**src/rtl/cakegame_play_detector_pkg.sv**
```systemverilog
// Shared definitions for the cake-game play detector: default sizing and
// the detector FSM state encoding exposed on det_state.
package cakegame_play_detector_pkg;

  localparam int unsigned DEFAULT_NUM_BUTTONS     = 4;
  localparam int unsigned DEFAULT_DEBOUNCE_CYCLES = 50000;
  localparam int unsigned STATE_W                 = 3;

  typedef enum logic [STATE_W-1:0] {
    IDLE     = 3'd0,
    DB_PRESS = 3'd1,
    EMIT     = 3'd2,
    WAIT_REL = 3'd3,
    DB_REL   = 3'd4
  } det_state_e;

endpackage

```
**src/rtl/cakegame_play_detector_if.sv**
```systemverilog
// Play-detector bus: control-unit enable and raw buttons in, debounced
// play events and debug state out. master = control side, slave = detector.
interface cakegame_play_detector_if #(
  parameter int unsigned NUM_BUTTONS = 4,
  parameter int unsigned CODE_W      = 2
);
  import cakegame_play_detector_pkg::*;

  logic                   enable;
  logic [NUM_BUTTONS-1:0] buttons;
  logic                   has_play;
  logic [CODE_W-1:0]      play;
  logic                   invalid_play;
  logic [STATE_W-1:0]     det_state;

  modport master (
    output enable, buttons,
    input  has_play, play, invalid_play, det_state
  );

  modport slave (
    input  enable, buttons,
    output has_play, play, invalid_play, det_state
  );

endinterface

```
**src/rtl/cakegame_play_detector_sync_2ff.sv**
```systemverilog
// Two-flop synchronizer for a bus of independent asynchronous bits.
module sync_2ff #(
  parameter int unsigned WIDTH = 1
) (
  input  logic             clock,
  input  logic             reset,
  input  logic [WIDTH-1:0] d,
  output logic [WIDTH-1:0] q
);

  logic [WIDTH-1:0] meta;

  // Two-stage resynchronisation into the clock domain.
  always_ff @(posedge clock or negedge reset) begin
    if (!reset) begin
      meta <= '0;
      q    <= '0;
    end else begin
      meta <= d;
      q    <= meta;
    end
  end

endmodule

```
**src/rtl/cakegame_play_detector.sv**
```systemverilog
// Turns raw cake buttons into debounced one-shot play events: one has_play
// (with the button index on play) or one invalid_play per press/release cycle.
module cakegame_play_detector
  import cakegame_play_detector_pkg::*;
#(
  parameter int unsigned NUM_BUTTONS     = DEFAULT_NUM_BUTTONS,
  parameter int unsigned CODE_W          = $clog2(NUM_BUTTONS),
  parameter int unsigned DEBOUNCE_CYCLES = DEFAULT_DEBOUNCE_CYCLES
) (
  input logic                     clock,
  input logic                     reset,
  cakegame_play_detector_if.slave bus
);

  localparam int unsigned      CNT_W    = $clog2(DEBOUNCE_CYCLES);
  localparam logic [CNT_W-1:0] CNT_LAST = CNT_W'(DEBOUNCE_CYCLES - 1);

  logic [NUM_BUTTONS-1:0] sync;
  logic [NUM_BUTTONS-1:0] snap;
  logic                   any;
  logic                   any_d;
  logic [1:0]             fill;
  logic                   armed;
  logic [CNT_W-1:0]       cnt;
  det_state_e             state;
  det_state_e             state_next;
  logic                   cnt_clr;
  logic                   cnt_inc;
  logic                   snap_load;
  logic                   emit_entry;
  logic                   snap_one_hot;
  logic [CODE_W-1:0]      snap_index;
  logic                   has_play_q;
  logic                   invalid_q;
  logic [CODE_W-1:0]      play_q;

  sync_2ff #(.WIDTH(NUM_BUTTONS)) u_sync (
    .clock (clock),
    .reset (reset),
    .d     (bus.buttons),
    .q     (sync)
  );

  assign any          = |sync;
  assign snap_one_hot = (snap != '0) && ((snap & (snap - NUM_BUTTONS'(1))) == '0);
  assign emit_entry   = (state_next == EMIT);

  // Binary index of the captured button (meaningful only when one-hot).
  always_comb begin
    snap_index = '0;
    for (int unsigned i = 0; i < NUM_BUTTONS; i++) begin
      if (snap[i]) snap_index = CODE_W'(i);
    end
  end

  // State register.
  always_ff @(posedge clock or negedge reset) begin
    if (!reset) state <= IDLE;
    else        state <= state_next;
  end

  // Next-state and datapath control decode.
  always_comb begin
    state_next = state;
    cnt_clr    = 1'b0;
    cnt_inc    = 1'b0;
    snap_load  = 1'b0;
    case (state)
      IDLE: begin
        if (bus.enable && any && !any_d && armed) begin
          state_next = DB_PRESS;
          snap_load  = 1'b1;
          cnt_clr    = 1'b1;
        end
      end
      DB_PRESS: begin
        if (!bus.enable || (sync != snap)) state_next = IDLE;
        else if (cnt == CNT_LAST)          state_next = EMIT;
        else                               cnt_inc    = 1'b1;
      end
      EMIT: state_next = WAIT_REL;
      WAIT_REL: begin
        if (!any) begin
          state_next = DB_REL;
          cnt_clr    = 1'b1;
        end
      end
      DB_REL: begin
        if (any)                   state_next = WAIT_REL;
        else if (cnt == CNT_LAST)  state_next = IDLE;
        else                       cnt_inc    = 1'b1;
      end
      default: state_next = IDLE;
    endcase
  end

  // Debounce counter, press snapshot and release history.
  // armed: the synchronizer reads all-zero while it refills after reset, so a
  // button held through reset would look like a fresh press; a press edge is
  // only trusted once a genuine all-released level has been seen.
  always_ff @(posedge clock or negedge reset) begin
    if (!reset) begin
      cnt   <= '0;
      snap  <= '0;
      any_d <= 1'b0;
      fill  <= '0;
      armed <= 1'b0;
    end else begin
      any_d <= any;
      fill  <= {fill[0], 1'b1};
      armed <= armed | (fill[1] & ~any);
      if (snap_load) snap <= sync;
      if (cnt_clr)      cnt <= '0;
      else if (cnt_inc) cnt <= cnt + CNT_W'(1);
    end
  end

  // Registered event outputs, valid for the single EMIT cycle.
  always_ff @(posedge clock or negedge reset) begin
    if (!reset) begin
      has_play_q <= 1'b0;
      invalid_q  <= 1'b0;
      play_q     <= '0;
    end else begin
      has_play_q <= emit_entry && snap_one_hot;
      invalid_q  <= emit_entry && !snap_one_hot;
      if (emit_entry && snap_one_hot) play_q <= snap_index;
    end
  end

  assign bus.has_play     = has_play_q;
  assign bus.invalid_play = invalid_q;
  assign bus.play         = play_q;
  assign bus.det_state    = state;

endmodule
```
**src/flat_wrapper.sv**
```systemverilog
// flat-port wrapper written by rule: the top's interface ports become plain ports
module cakegame_play_detector_flat import cakegame_play_detector_pkg::*;
#(
  parameter int unsigned NUM_BUTTONS     = DEFAULT_NUM_BUTTONS,
  parameter int unsigned CODE_W          = $clog2(NUM_BUTTONS),
  parameter int unsigned DEBOUNCE_CYCLES = DEFAULT_DEBOUNCE_CYCLES
)
  (clock, reset, bus_enable, bus_buttons, bus_has_play, bus_play, bus_invalid_play, bus_det_state);
  cakegame_play_detector_if #(.NUM_BUTTONS(NUM_BUTTONS), .CODE_W(CODE_W)) bus_i ();
  input logic clock;
  input logic reset;
  input wire logic [$bits(bus_i.enable)-1:0] bus_enable;
  input wire logic [$bits(bus_i.buttons)-1:0] bus_buttons;
  output wire logic [$bits(bus_i.has_play)-1:0] bus_has_play;
  output wire logic [$bits(bus_i.play)-1:0] bus_play;
  output wire logic [$bits(bus_i.invalid_play)-1:0] bus_invalid_play;
  output wire logic [$bits(bus_i.det_state)-1:0] bus_det_state;
  assign bus_i.enable = bus_enable;
  assign bus_i.buttons = bus_buttons;
  assign bus_has_play = bus_i.has_play;
  assign bus_play = bus_i.play;
  assign bus_invalid_play = bus_i.invalid_play;
  assign bus_det_state = bus_i.det_state;
  cakegame_play_detector #(.NUM_BUTTONS(NUM_BUTTONS), .CODE_W(CODE_W), .DEBOUNCE_CYCLES(DEBOUNCE_CYCLES)) u_core (.clock(clock), .reset(reset), .bus(bus_i));
endmodule
```
**config.mk**
```make
export PLATFORM = sky130hd
export DESIGN_NAME = cakegame_play_detector_flat
export DESIGN_NICKNAME = d
export VERILOG_FILES = /design/src/rtl/cakegame_play_detector_pkg.sv /design/src/rtl/cakegame_play_detector_if.sv /design/src/rtl/cakegame_play_detector_sync_2ff.sv /design/src/rtl/cakegame_play_detector.sv /design/src/flat_wrapper.sv
export SDC_FILE = /design/constraint.sdc
export NUM_CORES = 1
export LEC_CHECK = 0
export BUFFER_PORTS_ARGS = -buffer_cell sky130_fd_sc_hd__buf_2
export CORE_MARGIN = 2
export CORE_UTILIZATION = 53
export DETAILED_ROUTE_END_ITERATION = 12
export PLACE_DENSITY = 0.74
export SYNTH_ARGS = -nofsm -noshare
export SYNTH_HDL_FRONTEND = slang
export SYNTH_SLANG_ARGS = --single-unit
```
**constraint.sdc**
```tcl
create_clock -name clock -period 2.3 [get_ports clock]
set_clock_uncertainty 0.15 [all_clocks]
set_input_delay 0.69 -clock clock [delete_from_list [all_inputs] [get_ports clock]]
set_output_delay 0.69 -clock clock [all_outputs]
set_load 0.1 [all_outputs]
```
# After elaboration in Yosys (flattened, before gate mapping)
# Cells that the tools add are included.
# W data, S select, Z words.
[op_classes] n_eq_ne=7 reduce_logical=15 muxes=20 add_sub_neg=2 bitwise=4
[op_table] op="$mux W16" n=2
[op_table] op="$mux W3" n=6
[op_table] op="$add A16 B1 Y16 const B" n=1
[op_table] op="$eq A16 B16 Y1 const B" n=1
[op_table] op="$pmux W3 S5" n=1
[op_table] op="$eq A3 B2 Y1 const B" n=3
[op_table] op="$mux W1" n=7
[op_table] op="$logic_and A1 B1 Y1" n=6
[op_table] op="$and A4 B4 Y4" n=1
[op_table] op="$logic_not A4 Y1" n=1
[op_table] op="$mux W2" n=2
[op_table] op="$ne A4 B4 Y1" n=1
[op_table] op="$pmux W1 S2" n=2
[op_table] op="$reduce_bool A4 Y1" n=1
[op_table] op="$reduce_or A4 Y1" n=1
[op_table] op="$sub A4 B1 Y4 const B" n=1
[op_table] op="$eq A3 B1 Y1 const B" n=1
[op_table] op="$eq A3 B3 Y1 const B" n=1
[op_table] op="$logic_not A1 Y1" n=3
[op_table] op="$logic_not A3 Y1" n=1
[op_table] op="$reduce_bool A2 Y1" n=1
[op_table] op="$and A1 B1 Y1" n=1
[op_table] op="$logic_or A1 B1 Y1" n=1
[op_table] op="$not A1 Y1" n=1
[op_table] op="$or A1 B1 Y1" n=1
[word_totals] register_bits=39 inputBits=7 wordCells=59

# Longest topological paths before layout
# Gate-level depths: netlist (run 1).
[depth] ltp_word=8 depth_mapped=8

# Hierarchy
# Synthesis (run 1) repeated with hierarchy kept, for this count alone.
[unflattened] cells_unflattened=170 hier_area_um2=1819.2
[by_module_without_submodules] mod="cakegame_play_detector" area_each_um2=1619.1 n_inst=1 seq_area_each_um2=775.7 cells_each=162
[by_module_without_submodules] mod="sync_2ff" area_each_um2=200.2 n_inst=1 seq_area_each_um2=200.2 cells_each=8

# Least setup slack after synthesis (run 1)
# OpenSTA, ideal clock, no wires.
[synth_path] path_kind="register to register" from="register u_core.state[2], in the netlist u_core.bus.det_state[2]" to="register u_core.cnt[5]" t_arrival_ns=2.434 synth_period_minus_slack_ns=2.724 stages_incl_launch_ff=8 setup_time_ns=0.140 n_path_buf=2 slack_ns=-0.424 cell_sequence="dfrtp_1 -> nor3b_1 -> a22oi_1 -> a211o_1 -> buf_4 -> buf_6 -> o311ai_0 -> o41ai_1"
[synth_between] elab_chain_cells=3
[synth_rtl] item="from (decl)" line_no="cakegame_play_detector.sv:25" rtl="det_state_e state;"
[synth_rtl] item="from (signal assigned)" line_no="cakegame_play_detector.sv:59" rtl="else state <= state_next;"
[synth_rtl] item="$eq A3 B2 Y1 (tied with other cells)" line_no="cakegame_play_detector.sv:68" rtl="case (state)"
[synth_rtl] item="$pmux W1 S2" line_no="cakegame_play_detector.sv:68"
[synth_rtl] item="$mux W16 / $reduce_bool A2 Y1 (equally long branches)"
[synth_rtl] item="to (signal assigned)" line_no="cakegame_play_detector.sv:114" rtl="else if (cnt_inc) cnt <= cnt + CNT_W'(1);"
[synth_rtl] item="to (decl)" line_no="cakegame_play_detector.sv:24" rtl="logic [CNT_W-1:0] cnt;"
# Several ways; a longest one is shown, not always the timed one.
# A chain may end at the register's enable or synchronous reset.

# Worst setup path after layout (run 1)
[layout_path] from="register u_core.state[1], in the netlist u_core.bus.det_state[1]" to="register u_core.cnt[10]"
# The elaborated chain is that of the path after synthesis.

==> results of run 1 <==
==> worst register-to-register path: cells and delay by family, from the launching register on <==
kind                   cells  cell delay [ns]
AO/OA/AOI/OAI              3             0.86
buffers and inverters      2             0.31
flip-flops                 1             0.54
AND/OR/NAND/NOR            2             0.39
==> cells in the mapped netlist, types with 2 or more instances <==
master / n / area, sq um
or4_1: 8 / 60.1
and2_1: 3 / 18.8
nand3_1: 8 / 40.0
o21ai_0: 10 / 50.1
nand2_1: 18 / 67.6
clkbuf_1: 4 / 15.0
inv_1: 2 / 7.51
buf_6: 4 / 45.0
xnor2_1: 7 / 61.3
a21oi_1: 11 / 55.1
nor2_1: 11 / 41.3
o211ai_1: 4 / 30.0
or3_1: 5 / 31.3
dfrtp_1: 39 / 976
nor3b_1: 2 / 15.0
mux2_2: 4 / 45.0
nor3_1: 2 / 10.0
o31ai_1: 8 / 60.1
nand4_1: 6 / 37.5
nand3b_1: 3 / 22.5
==> cell type report <==
cell class              count  area share, %
clock buffers               5           1.55
clock inverters             3           1.03
inverters                   3          0.465
multi-input cells         129           38.4
flip-flops and latches     39           40.7
well taps                  46           2.38
repair buffers             48           15.5
==> per-layer routing <==
metal,routed length (um),track usage [%]
met3,278,5.54
met1,1920,27.5
met5,0,0
met2,2350,35.5
met4,144,6.79
==> logic make-up after synthesis <==
| logic type | after synthesis |
|---|---|
| mux | 5 |
| xor+xnor | 7 |
| buf+inv | 12 |
| other cells | 1 |
| fa+ha+maj | 1 |
| flops | 39 |
| simple gates | 76 |
| compound gates | 39 |
==> sequential cells by signal (all words and copies together) (netlist names) <==
signal / count
u_core.cnt: 16
u_core.snap: 4
u_core.u_sync.meta: 4
u_core.u_sync.q: 4
u_core.bus.det_state: 3
u_core.bus.play: 2
u_core.fill: 2
u_core.any_d: 1
u_core.armed: 1
u_core.bus.has_play: 1
u_core.bus.invalid_play: 1
==> worst max-delay path by stage <==
| stage | endpoint | slack, ns | cells past startpoint |
|---|---|---|---|
| after floorplan | u_core.cnt[5] | -0.01 | 7 |
| after global placement | u_core.cnt[7] | -0.11 | 7 |
| after detailed placement | u_core.cnt[3] | -0.16 | 8 |
| after CTS | u_core.bus.play[1] | 0.01 | 5 |
| after global routing | u_core.cnt[10] | -0.17 | 8 |
| final | u_core.cnt[10] | -0.07 | 7 |
==> where the power goes <==
part | internal (mW) | total [mW] | switching (mW)
Sequential | 0.742 | 0.795 | 0.0532
Clock | 0.122 | 0.372 | 0.249
Combinational | 0.140 | 0.436 | 0.296
Total | 1.00 | 1.60 | 0.598
==> per-stage QoR <==
step / util (%) / area [sq um] / instances
2_1_floorplan: - / 1910 / 180
3_3_place_gp: 63.5 / 2130 / 252
3_5_place_dp: 63.5 / 2130 / 252
4_1_cts: 65.6 / 2210 / 260
5_1_grt: 72.0 / 2420 / 273
6_report: 72.0 / 2420 / 273
==> repair_timing <==
item	CTS	global route
buffers inserted	0	11
pin swaps	0	10
cloned	0	2
endpoints found under the setup margin	7	15
resized for setup	2	19
==> reports/summary.txt, run 1 <==
yosys warns: 0
Required @ worst endpoint: 2.39 ns
CP arrival: 2.47 ns
largest family of logic cells by synthesized area: simple AND/OR/NAND/NOR gates
Num CTS Buffers: 5
Worst Reg-to-Reg Cells: 7
r2r endpoint: u_core.cnt[10]
peak supply drop: 0.452 mV
RR Startpoint: u_core.bus.det_state[1]
Clk Latency, worst-skew pair: 0.36 ns
clock buffer depth: 2
Site Rows: 21
endpoints failing setup: 3
Sum Neg Setup Slack: -0.0984 ns
adder and majority gate portion of the synthesized area: 0.664%
final hold viol count: 0
RePlAce Congestion: 0.862
# clock sinks: 39
RSZ-0062 raised after global routing: yes
mux cell area share after synthesis: 2.92%
commonest non-fill, non-tap cell in the layout: dfrtp_1
status: complete, but fails checks
footprint of the multi-input gates: 930 sq um
share of cells above drive strength 1: 39.6%
sequential area share after synthesis: 51.8%
worst path bufs/invs: 2
first-pass GRT wire length: 6720 um
routed length per placed instance: 17.2 um
Fillers: 248
crit path time final: 2.37 ns
syn nets: 188
Yosys cell types: 41
Ports: 14
Slew Limit Fails: 0
cell family with most CP delay: compound AO/OA/AOI/OAI gates
ANT cells: 0
total grt overflow: 0
sequential cell area: 986 sq um
HPWL after DPL: 2810 um
Root Driver: clkbuf_4
Synth Area in XOR/XNOR: 3.25%
die area: 4050 sq um
hold_buf cts: 0
CP max stage cell: dfrtp_4
final period utilization: 103%
most frequent cells in the layout: 35 x dfrtp_1, 32 x buf_4, 17 x nand2_1
crit path cell chain: nor3b_4 > nand4_1 > a211o_4 > buf_4 > clkbuf_16 > o31ai_1 > a21oi_2
CP startpoint: u_core.bus.det_state[1]
via count: 1668
via/cell ratio: 6.11
cell count after synthesis: 180
#FFs+latches synth: 39
initial DRC count: 116
DRC: 0
Max-Cap Viols: 0
Compound-Gate Fraction of Synth Area: 13.1%
dominant synthesized flop cell: dfrtp_1
Initial Util: 56.0%
hold slack: 0.210 ns
Global Route Usage Sum: 21.4%
Pwr Total: 1.60 mW
post-synthesis simple-gate area fraction: 23.9%
highest clock rate: 421 MHz
critical path startpoint category: flip-flop
kind of end point of the critical path: flip-flop
Die Wd: 63.6 um
maximum fanout along the worst path: 12
failing checks: setup timing
P&R area growth vs syn: 28.6%
ys async rst share: 100%
initial antenna violation count: 0
PD cells: 662 nW/um^2
Port Buffers: 13
Final #Nets: 234
final WL: 4700 um
First-pass DRT Iterations: 4
Mapped Area: 1880 sq um
setup ws final: -0.0736 ns
reg-to-reg slack, setup: -0.07 ns
vias in the first global route: 1524
CTS tree: built
number of synthesized flops with an enable pin: 0
core area: 3360 sq um
Leak Pwr: 1.02 nW
DP Worst Slack: -0.164 ns
H-tree levels: 2
syn_area_per_cell: 10.5 sq um
CTS clk-pin slew, worst paths: 0.12 ns
type of the most critical hold path: input port to asynchronous set/reset pin
Crit Path Category: flip-flop to flip-flop
antenna viol nets, final: 0
die height: 63.6 um
pin count of the biggest net entering global routing: 40
CP peak stage delay: 0.54 ns
(Power assumes the default switching activity.)
==> run 2, diff against run 1 <==
Settings changed: PLACE_DENSITY 0.74 to 0.79, SKIP_CTS_REPAIR_TIMING set to 1.
==> reports/summary.txt, run 2 (synthesis gave the netlist of run 1 again) <==
core area: 3360 sq um (unchanged)
total grt overflow: 0 (unchanged)
Root Driver: clkbuf_4
failing checks: setup timing
P&R area growth vs syn: 28.3%
die height: 63.6 um (unchanged)
ANT cells: 0 (unchanged)
hold slack: 0.105 ns (-0.104 ns)
maximum fanout along the worst path: 4 (-8)
antenna viol nets, final: 0 (unchanged)
H-tree levels: 2 (unchanged)
vias in the first global route: 1533 (+0.59%)
Pwr Total: 1.72 mW (+7.2%)
highest clock rate: 433 MHz (+2.8%)
Sum Neg Setup Slack: -0.0100 ns (+0.0884 ns)
die area: 4050 sq um (unchanged)
Int Power: 1.13 mW (+13%)
endpoints failing setup: 1 (-2)
Slew Limit Fails: 0 (unchanged)
kind of end point of the critical path: flip-flop
final hold viol count: 0 (unchanged)
Fillers: 233 (-6.0%)
reg-to-reg slack, setup: -0.01 ns (+0.06 ns)
max FFs per register: 16 (unchanged)
Placed Area: 2180 sq um (+2.1%)
crit path time final: 2.31 ns (-0.0636 ns)
CTS tree: built
critical path startpoint category: flip-flop
share of cells above drive strength 1: 38.1% (-1.6 points)
Site Rows: 21 (unchanged)
DP Worst Slack: -0.226 ns (-0.0620 ns)
Crit Path Category: flip-flop to flip-flop
initial DRC count: 85 (-27%)
pin count of the biggest net entering global routing: 25 (-38%)
Port Buffers: 13 (unchanged)
final WL: 4530 um (-3.6%)
via/cell ratio: 5.91 (-3.3%)
status: complete, but fails checks
Die Wd: 63.6 um (unchanged)
first-pass GRT wire length: 6910 um (+2.9%)
Leak Pwr: 1.04 nW (+2.1%)
clock buffer depth: 2 (unchanged)
HPWL after DPL: 2980 um (+6.2%)
Switching Fraction: 34.0% (-3.4 points)
DRC: 0 (unchanged)
Global Route Usage Sum: 22.1% (+0.65 points)
Net Sw Power: 0.584 mW (-2.5%)
# clock sinks: 39 (unchanged)
Ports: 14 (unchanged)
commonest non-fill, non-tap cell in the layout: buf_4
CTS clk-pin slew, worst paths: 0.13 ns (about the same)
Max-Cap Viols: 0 (unchanged)
Initial Util: 56.0% (unchanged)
RePlAce Congestion: 0.867 (+0.64%)
type of the most critical hold path: input port to asynchronous set/reset pin
CP arrival: 2.41 ns (-0.06 ns)
routed length per placed instance: 16.3 um (-5.0%)
final instance area: 2420 sq um (-0.21%)
Top reg by flops: u_core.cnt
final period utilization: 100% (-2.8 points)
peak supply drop: 0.466 mV (+3.2%)
Required @ worst endpoint: 2.40 ns (about the same)
most frequent cells in the layout: 37 x buf_4, 36 x dfrtp_1, 17 x nand2_1
Num CTS Buffers: 5 (unchanged)
RSZ-0062 raised after global routing: yes
clock share of power: 27.0% (+3.8 points)
PD cells: 711 nW/um^2 (+7.4%)
Combinational Power Share: 27.0% (-0.2 points)
Final #Nets: 238 (+1.7%)
Clk Latency, worst-skew pair: 0.36 ns (about the same)
setup ws final: -0.0100 ns (+0.0636 ns)
Flop pwr share: 45.9% (-3.7 points)
First-pass DRT Iterations: 4 (unchanged)
initial antenna violation count: 0 (unchanged)
via count: 1636 (-1.9%)
-- run 2: cell count changes in the layout (fill, tap and decap cells not counted), sizes merged --
cell / change
buf: +6
clkbuf: -2
bufinv: +1
clkinvlp: -1
-- run 2: cell type report --
class	instances	area, sq um	share of cell area (%)
multi-input cells	129	908	37.6
well taps	46	57.6	2.38
clock buffers	5	37.5	1.55
repair buffers	52	374	15.5
inverters	3	11.3	0.466
flip-flops and latches	39	985	40.7
clock inverters	3	43.8	1.81
-- run 2: per-layer routing --
layer	global-route usage, %	wire (um)	part of all wire [%]	vias to the layer above
li1	-	-	-	763
met1	25.6	1740	38	806
met2	38.2	2460	54	55
met3	6.43	248	5.5	12
met4	8.97	82	1.8	0
met5	0	0	0	-
-- run 2: critical path: stages (launching register included) --
cell	delay (ns)
dfrtp_1	0.40
or4b_4	0.54
or4_4	0.57
nor3_4	0.27
mux2i_1	0.21
nand3_1	0.08
-- run 2: path summary, 6_finish.rpt --
path,startpoint,endpoint,cells past startpoint
max in group asynchronous,reset,u_core.cnt[9],2
setup / recovery,u_core.cnt[7],u_core.bus.play[1],5
hold / removal,reset,u_core.bus.has_play,1
setup reg to reg,u_core.cnt[7],u_core.bus.play[1],5
hold reg to reg,u_core.u_sync.meta[3],u_core.u_sync.q[3],0
min in group clock,u_core.u_sync.meta[3],u_core.u_sync.q[3],0
-- run 2: power by group through the flow --
| stage | sequential (mW) | combinational, mW | clock [mW] |
|---|---|---|---|
| 2_1_floorplan | 0.933 | 0.149 | 0 |
| 3_3_place_gp | 0.796 | 0.391 | 0 |
| 3_5_place_dp | 0.802 | 0.407 | 0 |
| 4_1_cts | 0.788 | 0.409 | 0.468 |
| 5_1_grt | 0.797 | 0.502 | 0.506 |
| 6_report | 0.789 | 0.464 | 0.464 |
-- run 2: through the flow --
step | utilization [%] | instances
2_1_floorplan | - | 180
3_3_place_gp | 64.8 | 258
3_5_place_dp | 64.8 | 258
4_1_cts | 67.2 | 266
5_1_grt | 71.9 | 277
6_report | 71.9 | 277
==> run 3, diff against run 2 <==
Settings changed: ABC_AREA set to 1, BUFFER_PORTS_ARGS -buffer_cell sky130_fd_sc_hd__buf_2 to unset, CORE_UTILIZATION 53 to 56, DONT_BUFFER_PORTS set to 1.
==> reports/summary.txt, run 3 <==
dominant synthesized flop cell: dfrtp_1
antenna viol nets, final: 0 (unchanged)
initial DRC count: 180 (+110%)
# clock sinks: 39 (unchanged)
peak supply drop: 0.633 mV (+36%)
Num CTS Buffers: 5 (unchanged)
post-synth top area share: 45.3% (-6.5 points)
syn_area_per_cell: 8.04 sq um (-23%)
Net Sw Power: 0.623 mW (+6.7%)
syn nets: 276 (+47%)
Slew Limit Fails: 0 (unchanged)
final WL: 4260 um (-6.0%)
Final Util: 64.2% (-7.7 points)
CP startpoint: u_core.u_sync.q[3]
kind of end point of the critical path: flip-flop
CP arrival: 2.06 ns (-0.35 ns)
Pwr Total: 1.82 mW (+5.9%)
number of synthesized flops with an enable pin: 0 (unchanged)
hold slack: 0.0517 ns (-0.0536 ns)
CP endpoint: u_core.cnt[10]
most frequent cells in the layout: 64 x nand2_1, 39 x dfrtp_1, 33 x nor2_1
RSZ-0062 raised after global routing: no
First-pass DRT Iterations: 4 (unchanged)
post-synth top area cell: dfrtp_1
die height: 66.0 um (+3.8%)
CTS clk-pin slew, worst paths: 0.09 ns (-0.04 ns)
final hold viol count: 0 (unchanged)
slew margin rel.: 50.8%
crit path time final: 1.98 ns (-0.335 ns)
RR Startpoint: u_core.u_sync.q[3]
H-tree levels: 2 (unchanged)
RePlAce Congestion: 0.812 (-6.4%)
Initial Util: 58.4% (+2.4 points)
final instance area: 2370 sq um (-2.1%)
Final #Nets: 286 (+20%)
via/cell ratio: 5.28 (-11%)
Port Buffers: 0 (-13)
share of cells above drive strength 1: 16.5% (-22 points)
HPWL after DPL: 2780 um (-6.7%)
die area: 4360 sq um (+7.8%)
Combinational Power Share: 21.5% (-5.5 points)
highest clock rate: 506 MHz (+17%)
max FFs per register: 16 (unchanged)
Placed Area: 2220 sq um (+1.8%)
Yosys cell types: 27 (-34%)
Switching Fraction: 34.2% (+0.27 points)
Global Route Usage Sum: 22.8% (+0.72 points)
via count: 1726 (+5.5%)
initial antenna violation count: 0 (unchanged)
maximum fanout along the worst path: 30 (+26)
ANT cells: 0 (unchanged)
Max-Cap Viols: 0 (unchanged)
Mapped Area: 2160 sq um (+14%)
Clk Latency, worst-skew pair: 0.30 ns (-0.06 ns)
clock share of power: 33.0% (+6.0 points)
ys async rst share: 100% (unchanged)
first-pass GRT wire length: 7430 um (+7.5%)
commonest non-fill, non-tap cell in the layout: nand2_1
r2r endpoint: u_core.cnt[10]
endpoints failing setup: 0 (-1)
routed length per placed instance: 13.0 um (-20%)
critical path startpoint category: flip-flop
DRC: 0 (unchanged)
type of the most critical hold path: input port to asynchronous set/reset pin
Top reg by flops: u_core.cnt
pin count of the biggest net entering global routing: 40 (+60%)
Post-synth top cells: 64 x nand2_1, 39 x dfrtp_1, 33 x nor2_1
total grt overflow: 0 (unchanged)
most area-consuming cells after synthesis: dfrtp_1 45%, nand2_1 11%, nand4_1 5.8%
Int Power: 1.20 mW (+5.4%)
Root Driver: clkbuf_8
Required @ worst endpoint: 2.39 ns (about the same)
final period utilization: 85.9% (-15 points)
cell count after synthesis: 268 (+49%)
Worst Reg-to-Reg Cells: 7 (+2)
clock buffer depth: 2 (unchanged)
sequential area share after synthesis: 45.3% (-6.5 points)
vias in the first global route: 1632 (+6.5%)
status: finished clean
core area: 3690 sq um (+9.7%)
Ports: 14 (unchanged)
#FFs+latches synth: 39 (unchanged)
CTS tree: built
P&R area growth vs syn: 9.81%
yosys warns: 0 (unchanged)
count leader, synth: nand2_1
Crit Path Category: flip-flop to flip-flop
Slew @ Worst Pin: 0.736 ns
Flop pwr share: 45.6% (-0.3 points)
PD cells: 769 nW/um^2 (+8.1%)
Site Rows: 22 (+4.8%)
Leak Pwr: 1.19 nW (+15%)
reg-to-reg slack, setup: 0.32 ns (+0.33 ns)
Die Wd: 66.0 um (+3.8%)
-- run 3: cell types whose count changed in the layout (fill, tap and decap cells not counted), moves of 7 or more --
cell and delta:
nand3_2 +8, buf_4 -29, xor2_1 +7, buf_2 -13
nand4_1 +14, nor2_1 +22, inv_1 +27, nand3_1 +12
nand2_1 +47, o31ai_1 -8
-- run 3: worst min-delay path by stage --
stage                                startpoint            endpoint  slack (ns)
after floorplan                  u_core.fill[0]      u_core.fill[1]        0.18
after global placement    u_core.u_sync.meta[3]  u_core.u_sync.q[3]        0.18
after detailed placement         u_core.fill[0]      u_core.fill[1]        0.19
after CTS                                 reset  u_core.bus.play[0]       -0.09
after global routing                      reset  u_core.u_sync.q[2]        0.06
final                                     reset  u_core.u_sync.q[2]        0.05
-- run 3: critical path, stage by stage, from the launching register on --
cell     delay, ns
dfrtp_1       0.42
inv_1         0.10
nand2_1       0.07
nor2_2        0.17
nor2_2        0.10
nor2_4        0.59
nand4_1       0.19
nand2_1       0.11
-- run 3: metrics by stage --
stage	setup TNS (ns)	setup WS, ns	std cells
6_report	0	0.325	327
3_5_place_dp	-1.57	-0.134	318
2_1_floorplan	0	0.167	268
5_1_grt	0	0.153	327
4_1_cts	-0.616	-0.0748	326
3_3_place_gp	-0.192	-0.0250	318
-- run 3: area by class of cell --
| class | count | area (sq um) |
|---|---|---|
| flip-flops and latches | 39 | 976 |
| fillers | 328 | 1320 |
| multi-input cells | 187 | 993 |
| clock inverters | 3 | 46.3 |
| inverters | 36 | 135 |
| repair buffers | 9 | 87.6 |
| clock buffers | 5 | 68.8 |
| well taps | 48 | 60.1 |
-- run 3: logic make-up after synthesis --
logic type	count (synthesis)	share of synthesized area [%]
buffers and inverters	42	8.88
other	1	0.174
adder cells (fa/ha/maj)	1	0.580
AO/OA/AOI/OAI	11	2.67
AND/OR/NAND/NOR	162	37.6
XOR/XNOR	12	4.88
flip-flops	39	45.3
-- run 3: metal layers --
layer  global-route usage, %  wire [um]
met1                    31.0       2000
met2                    35.7       1980
met3                    5.11        207
met4                    8.67         70
met5                       0          0
-- run 3: power by group through the flow --
stage          clock network, mW  registers (mW)  logic, mW
2_1_floorplan                  0           0.913      0.226
3_3_place_gp                   0           0.838      0.359
4_1_cts                    0.607           0.828      0.374
3_5_place_dp                   0           0.841      0.368
5_1_grt                    0.635           0.839      0.429
6_report                   0.600           0.829      0.391
